File: config.mk
export PLATFORM = sky130hd
export DESIGN_NAME = mem_arbiter_flat
export DESIGN_NICKNAME = d
export VERILOG_FILES = /design/src/rtl/mem_arbiter_if.sv /design/src/rtl/mem_arbiter.sv /design/src/flat_wrapper.sv
export SDC_FILE = /design/constraint.sdc
export NUM_CORES = 1
export LEC_CHECK = 0
export ABC_AREA = 1
export CAP_MARGIN = 20
export CELL_PAD_IN_SITES_DETAIL_PLACEMENT = 1
export CELL_PAD_IN_SITES_GLOBAL_PLACEMENT = 1
export CORE_MARGIN = 2
export CORE_UTILIZATION = 32
export CTS_BUF_LIST = sky130_fd_sc_hd__clkbuf_4 sky130_fd_sc_hd__clkbuf_8
export DETAILED_ROUTE_END_ITERATION = 16
export GPL_ROUTABILITY_DRIVEN = 0
export GPL_TIMING_DRIVEN = 1
export PLACE_DENSITY = 0.95
export SYNTH_ARGS = -nofsm -noshare
export SYNTH_HDL_FRONTEND = slang
export SYNTH_SLANG_ARGS = --single-unit
File: constraint.sdc
create_clock -name CLK -period 9.3 [get_ports CLK]
set_input_delay 0.93 -clock CLK [delete_from_list [all_inputs] [get_ports CLK]]
set_output_delay 0.93 -clock CLK [all_outputs]
set_load 0.01 [all_outputs]
File: src/rtl/mem_arbiter_if.sv
// Bus bundle between the arbiter and its requesters/RAM: i-side fetch, d-side load/store, RAM port, timeout flag.
// The slave modport is the arbiter's view; the master modport is the environment (requesters and RAM).
interface mem_arbiter_if #(
    parameter int ADDR_W = 32,
    parameter int DATA_W = 32
);
    logic              iREN;
    logic [ADDR_W-1:0] iaddr;
    logic              iwait;
    logic [DATA_W-1:0] iload;
    logic              dREN;
    logic              dWEN;
    logic [ADDR_W-1:0] daddr;
    logic [DATA_W-1:0] dstore;
    logic              dwait;
    logic [DATA_W-1:0] dload;
    logic              ramREN;
    logic              ramWEN;
    logic [ADDR_W-1:0] ramaddr;
    logic [DATA_W-1:0] ramstore;
    logic [DATA_W-1:0] ramload;
    logic              ramready;
    logic              err;

    modport slave (
        input  iREN, iaddr, dREN, dWEN, daddr, dstore, ramload, ramready,
        output iwait, iload, dwait, dload, ramREN, ramWEN, ramaddr, ramstore, err
    );

    modport master (
        output iREN, iaddr, dREN, dWEN, daddr, dstore, ramload, ramready,
        input  iwait, iload, dwait, dload, ramREN, ramWEN, ramaddr, ramstore, err
    );
endinterface

File: src/rtl/mem_arbiter.sv
// Round-robin arbiter sharing one single-port RAM between instruction fetch and load/store.
// Optional MEM_ARB_TIMEOUT_EN: forces completion with all-ones data and an err pulse after TIMEOUT stalled cycles.
module mem_arbiter #(
    parameter int ADDR_W  = 32,
    parameter int DATA_W  = 32,
    parameter int TIMEOUT = 255
) (
    input  logic          CLK,
    input  logic          RST,
    mem_arbiter_if.slave  bus
);
    typedef enum logic [1:0] {IDLE, GRANT_I, GRANT_D} state_t;

    state_t            r_state;
    state_t            w_next;
    logic              r_last_d;
    logic              r_ramREN;
    logic              r_ramWEN;
    logic [ADDR_W-1:0] r_ramaddr;
    logic [DATA_W-1:0] r_ramstore;
    logic [DATA_W-1:0] r_iload;
    logic [DATA_W-1:0] r_dload;
    logic [DATA_W-1:0] w_load;
    logic              w_dreq;
    logic              w_pick_i;
    logic              w_pick_d;
    logic              w_busy;
    logic              w_timeout;
    logic              w_done;

`ifdef MEM_ARB_TIMEOUT_EN
    localparam int CNT_W = ($clog2(TIMEOUT + 1) > 8) ? $clog2(TIMEOUT + 1) : 8;
    logic [CNT_W-1:0] r_cnt;

    always_ff @(posedge CLK or posedge RST) begin
        if (RST) begin
            r_cnt <= '0;
        end else if (w_pick_i || w_pick_d) begin
            r_cnt <= '0;
        end else if (w_busy && !bus.ramready) begin
            r_cnt <= r_cnt + 1'b1;
        end
    end

    // The stalled cycle that would bring the count up to TIMEOUT is the one that gets forced.
    assign w_timeout = w_busy && !bus.ramready && (r_cnt == CNT_W'(TIMEOUT - 1));
`else
    assign w_timeout = 1'b0;
`endif

    assign w_dreq = bus.dREN | bus.dWEN;
    assign w_busy = (r_state != IDLE);
    assign w_done = w_busy && (bus.ramready || w_timeout);
    assign w_load = w_timeout ? {DATA_W{1'b1}} : bus.ramload;

    always_ff @(posedge CLK or posedge RST) begin
        if (RST) r_state <= IDLE;
        else     r_state <= w_next;
    end

    always_comb begin
        w_next   = r_state;
        w_pick_i = 1'b0;
        w_pick_d = 1'b0;
        case (r_state)
            IDLE: begin
                if (bus.iREN && w_dreq) begin
                    w_pick_i = r_last_d;
                    w_pick_d = !r_last_d;
                end else begin
                    w_pick_i = bus.iREN;
                    w_pick_d = w_dreq;
                end
                if (w_pick_i)      w_next = GRANT_I;
                else if (w_pick_d) w_next = GRANT_D;
            end
            GRANT_I, GRANT_D: begin
                if (w_done) w_next = IDLE;
            end
            default: w_next = IDLE;
        endcase
    end

    // RAM-side registers are frozen for the whole grant; requester inputs only matter at grant time.
    always_ff @(posedge CLK or posedge RST) begin
        if (RST) begin
            r_last_d   <= 1'b0;
            r_ramREN   <= 1'b0;
            r_ramWEN   <= 1'b0;
            r_ramaddr  <= '0;
            r_ramstore <= '0;
            r_iload    <= '0;
            r_dload    <= '0;
        end else if (w_pick_i) begin
            r_last_d  <= 1'b0;
            r_ramREN  <= 1'b1;
            r_ramWEN  <= 1'b0;
            r_ramaddr <= bus.iaddr;
        end else if (w_pick_d) begin
            r_last_d   <= 1'b1;
            r_ramREN   <= bus.dREN && !bus.dWEN;
            r_ramWEN   <= bus.dWEN;
            r_ramaddr  <= bus.daddr;
            r_ramstore <= bus.dstore;
        end else if (w_done) begin
            r_ramREN <= 1'b0;
            r_ramWEN <= 1'b0;
            if (r_state == GRANT_I)             r_iload <= w_load;
            if (r_state == GRANT_D && r_ramREN) r_dload <= w_load;
        end
    end

    assign bus.iwait    = bus.iREN && !(r_state == GRANT_I && w_done);
    assign bus.dwait    = w_dreq && !(r_state == GRANT_D && w_done);
    assign bus.iload    = r_iload;
    assign bus.dload    = r_dload;
    assign bus.ramREN   = r_ramREN;
    assign bus.ramWEN   = r_ramWEN;
    assign bus.ramaddr  = r_ramaddr;
    assign bus.ramstore = r_ramstore;
    assign bus.err      = w_timeout;
endmodule

File: src/flat_wrapper.sv
// flat-port wrapper written by rule: the top's interface ports become plain ports
module mem_arbiter_flat 
#(
    parameter int ADDR_W  = 32,
    parameter int DATA_W  = 32,
    parameter int TIMEOUT = 255
)
  (CLK, RST, bus_iREN, bus_iaddr, bus_dREN, bus_dWEN, bus_daddr, bus_dstore, bus_ramload, bus_ramready, bus_iwait, bus_iload, bus_dwait, bus_dload, bus_ramREN, bus_ramWEN, bus_ramaddr, bus_ramstore, bus_err);
  mem_arbiter_if #(.ADDR_W(ADDR_W), .DATA_W(DATA_W)) bus_i ();
  input  logic CLK;
  input  logic RST;
  input wire logic [$bits(bus_i.iREN)-1:0] bus_iREN;
  input wire logic [$bits(bus_i.iaddr)-1:0] bus_iaddr;
  input wire logic [$bits(bus_i.dREN)-1:0] bus_dREN;
  input wire logic [$bits(bus_i.dWEN)-1:0] bus_dWEN;
  input wire logic [$bits(bus_i.daddr)-1:0] bus_daddr;
  input wire logic [$bits(bus_i.dstore)-1:0] bus_dstore;
  input wire logic [$bits(bus_i.ramload)-1:0] bus_ramload;
  input wire logic [$bits(bus_i.ramready)-1:0] bus_ramready;
  output wire logic [$bits(bus_i.iwait)-1:0] bus_iwait;
  output wire logic [$bits(bus_i.iload)-1:0] bus_iload;
  output wire logic [$bits(bus_i.dwait)-1:0] bus_dwait;
  output wire logic [$bits(bus_i.dload)-1:0] bus_dload;
  output wire logic [$bits(bus_i.ramREN)-1:0] bus_ramREN;
  output wire logic [$bits(bus_i.ramWEN)-1:0] bus_ramWEN;
  output wire logic [$bits(bus_i.ramaddr)-1:0] bus_ramaddr;
  output wire logic [$bits(bus_i.ramstore)-1:0] bus_ramstore;
  output wire logic [$bits(bus_i.err)-1:0] bus_err;
  assign bus_i.iREN = bus_iREN;
  assign bus_i.iaddr = bus_iaddr;
  assign bus_i.dREN = bus_dREN;
  assign bus_i.dWEN = bus_dWEN;
  assign bus_i.daddr = bus_daddr;
  assign bus_i.dstore = bus_dstore;
  assign bus_i.ramload = bus_ramload;
  assign bus_i.ramready = bus_ramready;
  assign bus_iwait = bus_i.iwait;
  assign bus_iload = bus_i.iload;
  assign bus_dwait = bus_i.dwait;
  assign bus_dload = bus_i.dload;
  assign bus_ramREN = bus_i.ramREN;
  assign bus_ramWEN = bus_i.ramWEN;
  assign bus_ramaddr = bus_i.ramaddr;
  assign bus_ramstore = bus_i.ramstore;
  assign bus_err = bus_i.err;
  mem_arbiter #(.ADDR_W(ADDR_W), .DATA_W(DATA_W), .TIMEOUT(TIMEOUT)) u_core (.CLK(CLK), .RST(RST), .bus(bus_i));
endmodule
Word level (Yosys, flattened, before mapping)
Index checks and enable logic that the tools add are counted.
Word-level totals
  bits in registers: 133
  latch bits: 0
  bits in writable memories: 0
  ROM bits: 0
  input bits: 134
  output and inout port bits: 133
  word-level logic and storage cells: 55
  memories kept: 0
Cells by class
  add/sub/neg operators: 0
  multiply operators: 0
  divide/modulo/power cells: 0
  $lt $le $gt $ge: 0
  eq/ne operators: 4
  shift operators: 0
  muxes and demuxes: 19
  bitwise gates (word level): 3
  reduce and logical (&&, ||, !) cells: 21
Operators by type and width (number)
  32-bit 2-to-1 mux: 2
  1-bit 2-to-1 mux: 13
  1-bit logical AND: 8
  4-bit AND reduction: 2
  2-bit 2-to-1 mux: 3
  1-bit zero test: 4
  2-bit case mux with 2 select lines: 1
  2-bit AND reduction: 2
  2-bit nonzero test: 2
  3-bit inequality test, second input constant: 1
  3-bit nonzero test: 1
  2-bit by 1-bit equality test with 1-bit output, second input constant: 1
  2-bit equality test, second input constant: 1
  2-bit zero test: 1
  2-bit by 1-bit inequality test with 1-bit output, second input constant: 1
  1-bit inverter: 2
  2-bit OR reduction: 1
  1-bit OR: 1

Longest topological paths before layout
  word-level depth: 7
  gate-level depth with buffers: 10
  mapped depth without buffers: 8

Least setup slack after synthesis
Ideal clock, no wire load.
  kind: input -> output
  start: in bus_ramready
  end: out bus_iwait
  data arrival time: 1472 ps
  required time: 8370 ps
  slack: 6898 ps
  stages: 6
  buffers on the path: 1
  cell sequence: inv_1 -> nor2_2 -> nand2_1 -> clkbuf_1 -> nand2_1 -> inv_1
Between the ends
  word-level cells in the longest chain between the ends: 4
Ends and longest elaborated chain
  start: declaration: line flat_wrapper.sv:19  | input wire logic [$bits(bus_i.ramready)-1:0] bus_ramready;
  1-bit logical AND: line mem_arbiter.sv:53  | assign w_done = w_busy && (bus.ramready || w_timeout);
  1-bit logical AND: line mem_arbiter.sv:113  | assign bus.iwait = bus.iREN && !(r_state == GRANT_I && w_done);
  1-bit zero test: line mem_arbiter.sv:113
  1-bit logical AND: line mem_arbiter.sv:113
  end: declaration: line flat_wrapper.sv:20  | output wire logic [$bits(bus_i.iwait)-1:0] bus_iwait;
No other way between the ends.

Final worst setup path
  start: reg u_core.r_state[0]
  end: out bus_dwait
Between the ends
  word-level cells in the longest chain between the ends: 5
  elaborated cells on any way between the ends: 6
  classes of those cells: 1 x eq/ne; 5 x reduce/logical
Ends and longest elaborated chain
  start: declaration: line mem_arbiter.sv:14  | state_t r_state;
  start signal: assignment: line mem_arbiter.sv:58  | else r_state <= w_next;
  2-bit nonzero test: line mem_arbiter.sv:52  | assign w_busy = (r_state != IDLE);
  1-bit logical AND: line mem_arbiter.sv:53
  1-bit logical AND *: line mem_arbiter.sv:114  | assign bus.dwait = w_dreq && !(r_state == GRANT_D && w_done);
  1-bit zero test *: line mem_arbiter.sv:114
  1-bit logical AND *: line mem_arbiter.sv:114
  end: declaration: line flat_wrapper.sv:22  | output wire logic [$bits(bus_i.dwait)-1:0] bus_dwait;
Mark *: on every way between the ends. The rest lies on a longest branch, timed or not.

==> qor.yml <==
setup_path:
  path_max_fanout: 39
  cp_top_family: "buffers and inverters"
  cp_data_required_time_ps: 8370
  critical_path_class: "reg -> out"
  critical-path-slowest-cell: "clkdlybuf4s50_1"
  path_buf_inv: 4
  crit_chain: "inv_1, ha_1, buf_4, nor2_2, nand2_1, o21ai_0, inv_1, clkdlybuf4s50_1"
  slowest_delay_ps: 530
  critPathLaunchType: "flop"
  path_common_cell: "inv_1"
  cp_data_arrival_time_ps: 2380
  critPathCaptureType: "output port"
cts:
  post-cts-setup-buffers: 0
  post_cts_resized: 0
  worstSkewPairLatency_ps: 440
  clk_pin_slew_ps: 80
  cts_buffers: 17
  ctsLongestPathBuffers: 2
  ctsRootBufferMaster: "clkbuf_8"
  htreeDepth: 4
  hold_buffers: 0
  cts_tree: "built"
  cts.sinks: 133
floorplanning:
  row_count: 48
  die_area_um2: 18700
  die_w_um: 136.7
  dieHeight_um: 136.7
  core_um2: 17240
  io_pins: 267
  start_util_pct: 32.71
global_route:
  use_met2_pct: 37.47
  grt_use_met1_pct: 23.81
  grt_max_degree: 77
  grt_pass1_vias: 5988
  overflow: 0
  grtUsageTotal_pct: 21.56
  grt_use_met3_pct: 8.556
  grt_pass1_wl_um: 30900
  busiest_layer: "met2"
  antenna_found_initial: 0
synth:
  ys_warn_count: 0
  ys_ff_latch: 133
  yosys-top-cells-area: "dfrtp_1 (59%), nand2_1 (18%), nand3_1 (5.9%)"
  synthTopCellsByCount: "nand2_1 (271), dfrtp_1 (133), inv_1 (74)"
  yosysTopAreaCell: "dfrtp_1"
  synth_cells: 666
  synth_top_area_share_pct: 59.03
  synth-main-ff-cell: "dfrtp_1"
  synth_nets: 803
  synth_cell_type_count: 20
  syn_area_um2: 5638
  seq_area_frac_synth_pct: 59.03
  synth.most_common_cell: "nand2_1"
  synth_edf_count: 0
  syn_avg_cell_area_um2: 8.465
  ys_async_sr_fraction_pct: 100.0
timing:
  fmax_mhz: 302.2
  fin_crit_ps: 3309
  finalSetupViolCount: 0
  fin_hold_ws_ps: 476.2
  setup_tns_ps: 0
  drv_slew: 0
  clock-skew-final_ps: 13.88
  slew_headroom_pct: 33.79
  rsz0062_at_grt: "false"
  hold_viol: 0
  timing.final.crit_share_pct: 35.58
  worstMarginPinSlew_ps: 993.2
cells_and_area:
  n_fill_cell: 2017
  final_area_um2: 8866
  area_growth_pct: 57.26
  n_antenna_cell: 0
  nets: 1055
  drive_gt1_share_pct: 5.263
detailed_routing:
  dr.pass1.iters: 4
  drt-initial-drc-count: 177
  drc: 0
  postRouteWirelength_um: 19440
  vias: 5399
  ant_nets: 0
  routed_via_density: 4.670
  post_drt_wl_per_cell_um: 16.81
power_and_ir_drop:
  leakagePower_nw: 4.335
  powerDensity_nw_per_um2: 339.7
  max-vdd-ir-drop_mv: 0.1303
outcome:
  status: "complete, no violations"
hold_path:
  hold_path.class: "reg -> reg"
place:
  portBuffers: 265
  dpl_cell_area_um2: 8403
  dp_hpwl_um: 14370
job:
  max-cap-violations: 0
[flip-flops by register name, indices dropped and copies added, names as in the netlist]
name,count
u_core.bus.dload,32
u_core.bus.iload,32
u_core.bus.ramREN,1
u_core.bus.ramWEN,1
u_core.bus.ramaddr,32
u_core.bus.ramstore,32
u_core.r_last_d,1
u_core.r_state,2
[cell families after synthesis]
logic type | synth area share (%)
DFF | 59.03
and+or+nand+nor | 25.50
other | 0.06651
adders and majority gates | 0.6658
AOI/OAI and AO/OA | 5.948
buffers and inverters | 8.788
[cells in the final DEF, fill, tap and decap left out]
cell	instances
nand2_1	270
clkdlybuf4s50_1	265
dfrtp_1	133
inv_1	73
nand3_1	67
o21ai_0	55
clkbuf_8	17
o21ai_1	12
clkinv_4	5
buf_4	5
nand2_2	4
bufinv_16	4
inv_6	3
ha_1	3
nor2_4	2
nand4_1	2
clkinvlp_4	2
nand2_4	1
inv_2	1
nor2_2	1
nand3_2	1
nor2_1	1
conb_1	1
clkinv_2	1
clkbuf_4	1
buf_12	1
[path summary, 6_finish.rpt]
kind	from	end	slack, ps	cells past startpoint
min reg2reg	u_core.bus.ramstore[8]	u_core.bus.ramstore[8]	480	2
max	u_core.r_state[0]	bus_dwait	5990	8
min in group asynchronous	RST	u_core.bus.ramstore[19]	920	2
min	u_core.bus.ramstore[8]	u_core.bus.ramstore[8]	480	2
max in group asynchronous	RST	u_core.r_last_d	6980	3
max reg2reg	u_core.r_state[0]	u_core.bus.ramaddr[12]	6980	10
[final cells by class]
type | instances | area, um^2 | area share, %
clock inverters | 14 | 201.4 | 2.272
multi-input cells | 420 | 1817 | 20.49
well taps | 225 | 281.5 | 3.175
clock buffers | 18 | 241.5 | 2.724
repair buffers | 271 | 2710 | 30.57
flip-flops and latches | 133 | 3328 | 37.54
inverters | 75 | 286.5 | 3.232
[per-stage QoR]
stage | setup WS (ps) | utilization, % | total power [mW] | cells
5_1_grt | 5762 | 51.44 | 3.241 | 1156
6_report | 5991 | 51.44 | 3.012 | 1156
2_1_floorplan | 4816 | - | 1.663 | 666
3_3_place_gp | 5396 | 48.75 | 2.406 | 1123
4_1_cts | 5156 | 51.32 | 3.060 | 1155
3_5_place_dp | 5359 | 48.75 | 2.500 | 1123
[report_power, final]
| group | total [mW] | internal (mW) | switching (mW) |
|---|---|---|---|
| clock network | 0.542 | 0.298 | 0.244 |
| registers | 1.04 | 0.870 | 0.175 |
| logic | 1.43 | 0.709 | 0.716 |
[metal layers]
metal,routed length [um],vias to the layer above
met4,382,0
met2,9793,210
li1,-,2556
met1,7394,2606
met5,0,-
met3,1864,27
[tightest hold or removal path, delay by kind of cell (launching register included)]
family	cells	cell delay, ps
flip-flops	1	350
AND/OR/NAND/NOR	2	100
Power figures use the tool's default switching activity.
